<file path="config.mk">
export PLATFORM = sky130hd
export DESIGN_NAME = alu_result_stage
export DESIGN_NICKNAME = d
export VERILOG_FILES = /design/src/rtl/alu_result_stage.sv
export SDC_FILE = /design/constraint.sdc
export NUM_CORES = 1
export LEC_CHECK = 0
export BUFFER_PORTS_ARGS = -buffer_cell sky130_fd_sc_hd__buf_2
export CORE_MARGIN = 2
export CORE_UTILIZATION = 53
export CTS_CLUSTER_SIZE = 16
export DETAILED_ROUTE_END_ITERATION = 7
export PLACE_DENSITY_LB_ADDON = 0.15
export RECOVER_POWER = 100
export SLEW_MARGIN = 5
export SYNTH_ARGS = -nofsm -noshare
export SYNTH_HDL_FRONTEND = slang
export SYNTH_SLANG_ARGS = --single-unit
export TNS_END_PERCENT = 5
</file>
<file path="constraint.sdc">
create_clock -name clk -period 2.3 [get_ports clk]
set_clock_uncertainty 0.1 [all_clocks]
set_input_delay 0.46 -clock clk [delete_from_list [all_inputs] [get_ports clk]]
set_output_delay 0.46 -clock clk [all_outputs]
set_load 0.02 [all_outputs]
</file>
<file path="src/rtl/alu_result_stage.sv">
// alu_result_stage: EX->WB stage downstream of the ALU.
//   Buffers ALU results in a 2-entry skid buffer (main M, skid S) with a
//   valid/ready handshake toward writeback. It also owns the architectural
//   flags register fed back to the ALU, resolves BRFL into a branch-taken bit,
//   and keeps a saturating count of overflowing arithmetic ops.
// Ports:
//   clk, rst_n         clock, synchronous active-low reset
//   flush              drop all buffered entries
//   in_valid/in_ready  upstream handshake (in_ready registered)
//   in_result/in_flags/in_func/in_rd/in_wb_en   ALU op payload
//   out_valid/out_ready                         writeback handshake
//   out_result/out_rd/out_wb_en/out_branch_taken   head entry (always M)
//   flags_q            architectural flags, to ALU flags_in
//   ovf_count          saturating overflow-event count
module alu_result_stage #(
  parameter int unsigned DATA_W    = 32,
  parameter int unsigned REG_W     = 5,
  parameter int unsigned FLAGS_W   = 3,
  parameter int unsigned OVF_CNT_W = 16
) (
  input  logic                 clk,
  input  logic                 rst_n,
  input  logic                 flush,
  input  logic                 in_valid,
  output logic                 in_ready,
  input  logic [DATA_W-1:0]    in_result,
  input  logic [FLAGS_W-1:0]   in_flags,
  input  logic [5:0]           in_func,
  input  logic [REG_W-1:0]     in_rd,
  input  logic                 in_wb_en,
  output logic                 out_valid,
  input  logic                 out_ready,
  output logic [DATA_W-1:0]    out_result,
  output logic [REG_W-1:0]     out_rd,
  output logic                 out_wb_en,
  output logic                 out_branch_taken,
  output logic [FLAGS_W-1:0]   flags_q,
  output logic [OVF_CNT_W-1:0] ovf_count
);

  localparam logic [5:0] FUNC_ADD  = 6'b100000;
  localparam logic [5:0] FUNC_SUB  = 6'b100010;
  localparam logic [5:0] FUNC_MUL  = 6'b011000;
  localparam logic [5:0] FUNC_DIV  = 6'b011010;
  localparam logic [5:0] FUNC_BRFL = 6'b111111;

  typedef enum logic [1:0] {
    ST_EMPTY = 2'b00,
    ST_ONE   = 2'b01,
    ST_TWO   = 2'b10
  } state_t;

  state_t                 r_state;
  logic                   r_in_ready;
  logic                   r_out_valid;

  // Main entry (head, drives the outputs)
  logic [DATA_W-1:0]      r_m_result;
  logic [REG_W-1:0]       r_m_rd;
  logic                   r_m_wb_en;
  logic                   r_m_br;

  // Skid entry
  logic [DATA_W-1:0]      r_s_result;
  logic [REG_W-1:0]       r_s_rd;
  logic                   r_s_wb_en;
  logic                   r_s_br;

  logic [FLAGS_W-1:0]     r_flags;
  logic [OVF_CNT_W-1:0]   r_ovf_cnt;

  logic                   w_accept;
  logic                   w_deliver;
  logic                   w_is_brfl;
  logic                   w_is_arith;
  logic                   w_cap_wb_en;
  logic                   w_cap_br;
  logic                   w_ovf_sat;

  // Handshake and capture decode
  always_comb begin
    w_accept    = in_valid & r_in_ready;
    w_deliver   = r_out_valid & out_ready;
    w_is_brfl   = (in_func == FUNC_BRFL);
    w_is_arith  = (in_func == FUNC_ADD) || (in_func == FUNC_SUB) ||
                  (in_func == FUNC_MUL) || (in_func == FUNC_DIV);
    // BRFL never writes the register file; its outcome rides in result[0]
    w_cap_wb_en = w_is_brfl ? 1'b0 : in_wb_en;
    w_cap_br    = w_is_brfl & in_result[0];
    w_ovf_sat   = &r_ovf_cnt;
  end

  // Skid-buffer FSM, flags register and overflow counter
  always_ff @(posedge clk) begin
    if (!rst_n) begin
      r_state     <= ST_EMPTY;
      r_in_ready  <= 1'b1;
      r_out_valid <= 1'b0;
      r_m_result  <= '0;
      r_m_rd      <= '0;
      r_m_wb_en   <= 1'b0;
      r_m_br      <= 1'b0;
      r_s_result  <= '0;
      r_s_rd      <= '0;
      r_s_wb_en   <= 1'b0;
      r_s_br      <= 1'b0;
      r_flags     <= '0;
      r_ovf_cnt   <= '0;
    end else if (flush) begin
      // Kill: a same-cycle accept is dropped along with its side effects;
      // a same-cycle deliver needs no action since everything is cleared.
      r_state     <= ST_EMPTY;
      r_in_ready  <= 1'b1;
      r_out_valid <= 1'b0;
    end else begin
      if (w_accept && w_is_arith) begin
        r_flags <= in_flags;
        if (in_flags[0] && !w_ovf_sat) begin
          r_ovf_cnt <= r_ovf_cnt + OVF_CNT_W'(1);
        end
      end

      case (r_state)
        ST_EMPTY: begin
          if (w_accept) begin
            r_m_result  <= in_result;
            r_m_rd      <= in_rd;
            r_m_wb_en   <= w_cap_wb_en;
            r_m_br      <= w_cap_br;
            r_out_valid <= 1'b1;
            r_state     <= ST_ONE;
          end
        end

        ST_ONE: begin
          if (w_accept && w_deliver) begin
            r_m_result <= in_result;
            r_m_rd     <= in_rd;
            r_m_wb_en  <= w_cap_wb_en;
            r_m_br     <= w_cap_br;
          end else if (w_accept) begin
            // Head stalled: park the new entry and stop accepting
            r_s_result <= in_result;
            r_s_rd     <= in_rd;
            r_s_wb_en  <= w_cap_wb_en;
            r_s_br     <= w_cap_br;
            r_in_ready <= 1'b0;
            r_state    <= ST_TWO;
          end else if (w_deliver) begin
            r_out_valid <= 1'b0;
            r_state     <= ST_EMPTY;
          end
        end

        ST_TWO: begin
          if (w_deliver) begin
            r_m_result <= r_s_result;
            r_m_rd     <= r_s_rd;
            r_m_wb_en  <= r_s_wb_en;
            r_m_br     <= r_s_br;
            r_in_ready <= 1'b1;
            r_state    <= ST_ONE;
          end
        end

        default: begin
          r_state     <= ST_EMPTY;
          r_in_ready  <= 1'b1;
          r_out_valid <= 1'b0;
        end
      endcase
    end
  end

  assign in_ready         = r_in_ready;
  assign out_valid        = r_out_valid;
  assign out_result       = r_m_result;
  assign out_rd           = r_m_rd;
  assign out_wb_en        = r_m_wb_en;
  assign out_branch_taken = r_m_br;
  assign flags_q          = r_flags;
  assign ovf_count        = r_ovf_cnt;

endmodule

</file>
==> results of run 1 <==
-- where the power goes --
group	switching, W	leakage, nW	total [W]	internal, W
clock network	0.000601	0.0987	0.00113	0.000531
logic	0.000271	1.38	0.000470	0.000199
registers	0.0000329	0.822	0.00184	0.00181
total	0.000904	2.30	0.00344	0.00254
-- sequential cells by signal, summed over array words and instances (netlist names), 2 cells and up --
register    cells
r_s_rd          5
flags_q         3
out_result     32
r_s_result     32
out_rd          5
ovf_count      16
r_state         2
-- cell usage after synthesis (2+ instances only) --
| cell type | n | area, µm² |
|---|---|---|
| inv_1 | 5 | 18.77 |
| mux2_2 | 32 | 360.4 |
| clkbuf_1 | 28 | 105.1 |
| and3_1 | 2 | 12.51 |
| mux2i_1 | 43 | 430.4 |
| nor4_1 | 5 | 31.28 |
| a211o_1 | 3 | 26.28 |
| o311a_1 | 39 | 390.4 |
| nand3_1 | 6 | 30.03 |
| o21ai_0 | 2 | 10.01 |
| buf_1 | 6 | 22.52 |
| nand2_1 | 18 | 67.56 |
| o21ai_1 | 2 | 10.01 |
| nor3_1 | 2 | 10.01 |
| nand3b_1 | 2 | 15.01 |
| a21oi_1 | 16 | 80.08 |
| dfxtp_1 | 101 | 2022 |
| o31ai_1 | 8 | 60.06 |
| or4_1 | 9 | 67.56 |
| buf_6 | 3 | 33.78 |
| nor2b_1 | 2 | 12.51 |
| nand2b_1 | 7 | 43.79 |
| or3b_1 | 2 | 17.52 |
| buf_2 | 4 | 20.02 |
| and4_1 | 2 | 17.52 |
| o21bai_1 | 39 | 292.8 |
| mux2_1 | 5 | 56.30 |
| o41ai_1 | 2 | 17.52 |
| nand4_1 | 8 | 50.05 |
| nor2_1 | 45 | 168.9 |
| or3_1 | 2 | 12.51 |
-- final timing paths --
check | start | end | slack [ns] | cells past startpoint
setup / recovery | ovf_count[0] | ovf_count[12] | 0.24 | 5
hold / removal | in_flags[1] | flags_q[1] | 0.23 | 3
setup reg to reg | ovf_count[0] | ovf_count[12] | 0.24 | 5
hold reg to reg | r_s_br | r_s_br | 0.36 | 2
-- critical path, cell delays in order (launching register included) --
cell and delay (ns):
dfxtp_1 0.47, ha_1 0.27, and4_1 0.24, nand3_1 0.23, or4_1 0.53, a21oi_1 0.14
-- per-stage QoR --
| stage | hold slack (ns) | worst slack [ns] |
|---|---|---|
| finish | 0.2291 | 0.2383 |
| global placement | 0.3390 | -0.01127 |
| CTS | 0.2151 | 0.2885 |
| global route | 0.2179 | 0.1150 |
| detailed placement | 0.3456 | -0.08314 |
| floorplan | 0.3319 | 0.1953 |
-- final cells by class --
cell class	count	area, µm²	area share
multi-input cells	315	2396	0.4437
flip-flops and latches	101	2022	0.3744
repair buffers	128	630.6	0.1168
clock buffers	10	137.6	0.02549
well taps	108	135.1	0.02502
clock inverters	5	60.06	0.01112
inverters	5	18.77	0.003475
-- layer usage --
| metal | wire [µm] | GRT usage |
|---|---|---|
| met5 | 0 | 0 |
| met2 | 5026 | 0.3745 |
| met4 | 156 | 0.07692 |
| met3 | 564 | 0.04604 |
| met1 | 4718 | 0.2831 |
-- cell families (layout without fill, tap and decap cells) --
logic type | count (synthesis) | in the layout | synth area share
buffers and inverters | 46 | 148 | 0.04337
multiplexers | 80 | 80 | 0.1835
XOR/XNOR | 1 | 1 | 0.001898
adder cells (fa/ha/maj) | 1 | 1 | 0.002710
AO/OA/AOI/OAI | 119 | 119 | 0.2071
flip-flops | 101 | 101 | 0.4381
AND/OR/NAND/NOR | 114 | 114 | 0.1233
==> run metrics, run 1 <==
status finished clean; fill count approximately 780; # hold bufs at CTS 0; Final ANT Viol Nets 0; root buf cell clkbuf_8; max_slew headroom 0.4433; type of the worst setup path reg -> reg; Core ar. about 8600 µm²; TNS Setup 0 ns; full die area between 9000 and 10000 µm²; CP Launch Type flop; YS warnings 0; # H-tree levels 3; Worst-Skew Late Latency between 0.3 and 0.4 ns; crit path DAT approximately 2.3 ns; Mapped Cells approximately 460; vias between 3000 and 4000; number of flops mapped to enable cells by yosys 0; Clk pin slew, worst setup/hold paths around 0.090 ns; commonest cells after routing, fill and taps aside dfxtp_1 (101), clkbuf_1 (62), buf_2 (50); Achievable Freq ~490 MHz; # IOs ~110; CTS Sinks ~100; vias in the first global route 3642; # DRC 0; First DRT Iteration DRCs between 150 and 200; GRT Util Overall 0.2219; routed wire length per instance around 16 µm; FP Rows 34; die height about 100 µm; Final Hold Viols 0; starting density of the core 0.5371; Clock Path Buffers 2; measured slew at the worst slew-check pin 0.8350 ns; fin. max-slew vios 0; main flop type after synthesis dfxtp_1; Core Util, Final 0.6284; unrepaired setup endpoints after global routing no; vias per std cell 5.820; synthesized area 4616 µm²; placed insts 657; Final Cell Area between 5000 and 6000 µm²; final net count 613; Final period util 0.8964; Final HPWL DP ~7100 µm; sequential fraction of the synthesis area 0.4381; Worst Path Required approximately 2.5 ns; HP Class in -> reg; PwrDens approximately 640 nW/µm²; CTS resizes 0; Mean Syn Cell Area around 10 µm²; first-pass GRT wire length between 15000 and 20000 µm; routability cong. around 0.76; share of cells above drive strength 1 0.2039; final wirelength around 10000 µm; First-pass DRT Iterations 4; MaxCap Viol Count 0; min Tclk post-route between 2 and 2.5 ns; grt total ovfl 0; Post-CTS Setup Bufs 0; Die Wd roughly 100 µm; syn nets just over 500; largest net degree at the start of global routing 44; PortBufs ~110; Critical Path End Type flop; CTS tree done; Lkg Pwr between 2 and 2.5 nW; critical path peak fanout 7; area delta synth->final 17.00%; Pwr Total about 0.0034 W; Layout Cells excl Fill about 670; dpl cell area 5294 µm²; peak supply drop around 0.42 mV; commonest non-fill, non-tap cell in the layout dfxtp_1; count of state elements after synthesis 101; ys async rst share 0; # setup viols final 0; initial antenna violation count 0; Synth cell types 43; Num CTS Buffers 9; # diodes 0
Note: power is estimated with default switching activity, not from simulation.
==> run 2: changes to the inputs <==
--- a/config.mk
+++ b/config.mk
@@ -6,6 +6,7 @@
 export NUM_CORES = 1
 export LEC_CHECK = 0
 export BUFFER_PORTS_ARGS = -buffer_cell sky130_fd_sc_hd__buf_2
+export CORE_ASPECT_RATIO = 0.7
 export CORE_MARGIN = 2
 export CORE_UTILIZATION = 53
 export CTS_CLUSTER_SIZE = 16
==> run metrics, run 2 (synthesis gave the netlist of run 1 again) <==
critical path peak fanout 27 (was 7); min Tclk post-route 2.106 ns (was 2.062 ns); FP Rows 28 (was 34); # H-tree levels 3 (unchanged); First DRT Iteration DRCs 226 (was 185); share of cells above drive strength 1 0.2077 (was 0.2039); commonest cells after routing, fill and taps aside dfxtp_1 (101), clkbuf_1 (63), buf_2 (52) (was dfxtp_1 (101), clkbuf_1 (62), buf_2 (50)); Final HPWL DP 7438 µm (was 7079 µm); CP max stage cell clkbuf_2 (was or4_1); Post-CTS Setup Bufs 0 (unchanged); routed wire length per instance 16.25 µm (was 15.57 µm); CTS resizes 0 (unchanged); Num CTS Buffers 9 (unchanged); cell-internal power 0.002808 W (was 0.002541 W); measured slew at the worst slew-check pin 1.102 ns (was 0.8350 ns); fin. max-slew vios 0 (unchanged); placed insts 672 (was 657); # diodes 0 (unchanged); crit-path cells nand2b_2 > clkbuf_2 > mux2_2 > o311a_1 (was ha_1 > and4_1 > nand3_1 > or4_1 > a21oi_1); Final Hold Viols 0 (unchanged); sw frac 0.2589 (was 0.2624); # setup viols final 0 (unchanged); First-pass DRT Iterations 4 (unchanged); Clock Path Buffers 2 (unchanged); full die area 9484 µm² (was 9471 µm²); hold_ws 0.2563 ns (was 0.2291 ns); CP Launch Type flop (unchanged); CTS Sinks 101 (unchanged); Die Wd 115.5 µm (was 97.32 µm); Worst-Skew Late Latency 0.34 ns (was 0.36 ns); Max stage delay on crit path 0.56 ns (was 0.53 ns); Final Cell Area 5492 µm² (was 5400 µm²); vias 3985 (was 3911); GRT Util Overall 0.2383 (was 0.2219); Comb power frac 0.123 (was 0.136); Worst Path Required 2.42 ns (was 2.49 ns); Lkg Pwr 2.338 nW (was 2.302 nW); Clk pwr share 0.390 (was 0.329); Seq pwr share 0.487 (was 0.535); Achievable Freq 474.9 MHz (was 485.0 MHz); root buf cell clkbuf_16 (was clkbuf_8); crit path DAT 2.23 ns (was 2.25 ns); vias in the first global route 3709 (was 3642); peak supply drop 0.3650 mV (was 0.4188 mV); max_slew headroom 0.2652 (was 0.4433); grt total ovfl 0 (unchanged); type of the worst setup path reg -> reg (unchanged); # hold bufs at CTS 0 (unchanged); final wirelength 11180 µm (was 10470 µm); vias per std cell 5.792 (was 5.820); commonest non-fill, non-tap cell in the layout dfxtp_1 (unchanged); PwrDens 689.9 nW/µm² (was 637.9 nW/µm²); count of buffer and inverter cells on the critical path 1 (was 0); Final ANT Viol Nets 0 (unchanged); PortBufs 111 (unchanged); status finished clean (unchanged); starting density of the core 0.5467 (was 0.5371); Layout Cells excl Fill 688 (was 672); die height 82.08 µm (was 97.32 µm); MaxCap Viol Count 0 (unchanged); Clk pin slew, worst setup/hold paths 0.07 ns (was 0.09 ns); routability cong. 0.8135 (was 0.7600); HP Class in -> reg (unchanged); cell family with most CP delay buffers and inverters (was simple AND/OR/NAND/NOR gates); initial antenna violation count 0 (unchanged); first-pass GRT wire length 18000 µm (was 17410 µm); unrepaired setup endpoints after global routing no (unchanged); Pwr Total 0.003789 W (was 0.003445 W); CTS tree done (unchanged); largest net degree at the start of global routing 57 (was 44); dpl cell area 5294 µm² (unchanged); Critical Path End Type flop (unchanged); final net count 616 (was 613); Final period util 0.9155 (was 0.8964); Core ar. 8443 µm² (was 8593 µm²); area delta synth->final 18.98% (was 17.00%); # IOs 112 (unchanged); sw power 0.0009809 W (was 0.0009041 W); # DRC 0 (unchanged)
run 2: cell count changes in the layout (fill, tap and decap cells not counted), moves of 2 or more:
cell / delta
clkbuf_8: -8
buf_4: +4
buf_12: -3
clkbuf_16: +9
buf_2: +2
run 2: routing by layer:
metal,track usage,vias up,routed length [µm],part of all wire
li1,-,1943,-,-
met1,0.3198,1920,5336,0.48
met2,0.3906,115,5155,0.46
met3,0.06421,7,640,0.057
met4,0.04578,0,51,0.0046
met5,0,-,0,0
run 2: area by class of cell:
cell class / instances / area [µm²]
timing repair buffer: 131 / 606.8
inverter: 5 / 18.77
multi-input combinational: 315 / 2397
sequential: 101 / 2022
fill: 751 / 2952
clock inverter: 5 / 43.79
tap: 120 / 150.1
clock buffer: 11 / 252.7
run 2: worst paths after layout:
path,start,to,slack (ns),depth (start not counted)
hold reg to reg,r_s_br,r_s_br,0.37,2
setup reg to reg,r_state[0],out_result[2],0.19,4
hold / removal,in_flags[1],flags_q[1],0.26,3
setup / recovery,r_state[0],out_result[2],0.19,4
run 2: power by group through the flow:
stage          clock network (W)  registers [W]  logic (W)
2_1_floorplan                  0        0.00194   0.000252
3_3_place_gp                   0        0.00188   0.000470
3_5_place_dp                   0        0.00188   0.000481
4_1_cts                  0.00151        0.00184   0.000484
5_1_grt                  0.00158        0.00185   0.000507
6_report                 0.00148        0.00185   0.000467
run 2: worst register-to-register path, stage by stage (launching register included):
cell and delay, ns:
dfxtp_1 0.43, nand2b_2 0.18, clkbuf_2 0.56, mux2_2 0.43, o311a_1 0.29
run 2: per-stage QoR:
stage | worst slack, ns | utilization | TNS [ns]
finish | 0.1944 | 0.6504 | 0
global route | 0.07929 | 0.6504 | 0
global placement | -0.005246 | 0.6270 | -0.01122
detailed placement | -0.07496 | 0.6270 | -0.2595
CTS | 0.2477 | 0.6621 | 0
floorplan | 0.1953 | - | 0
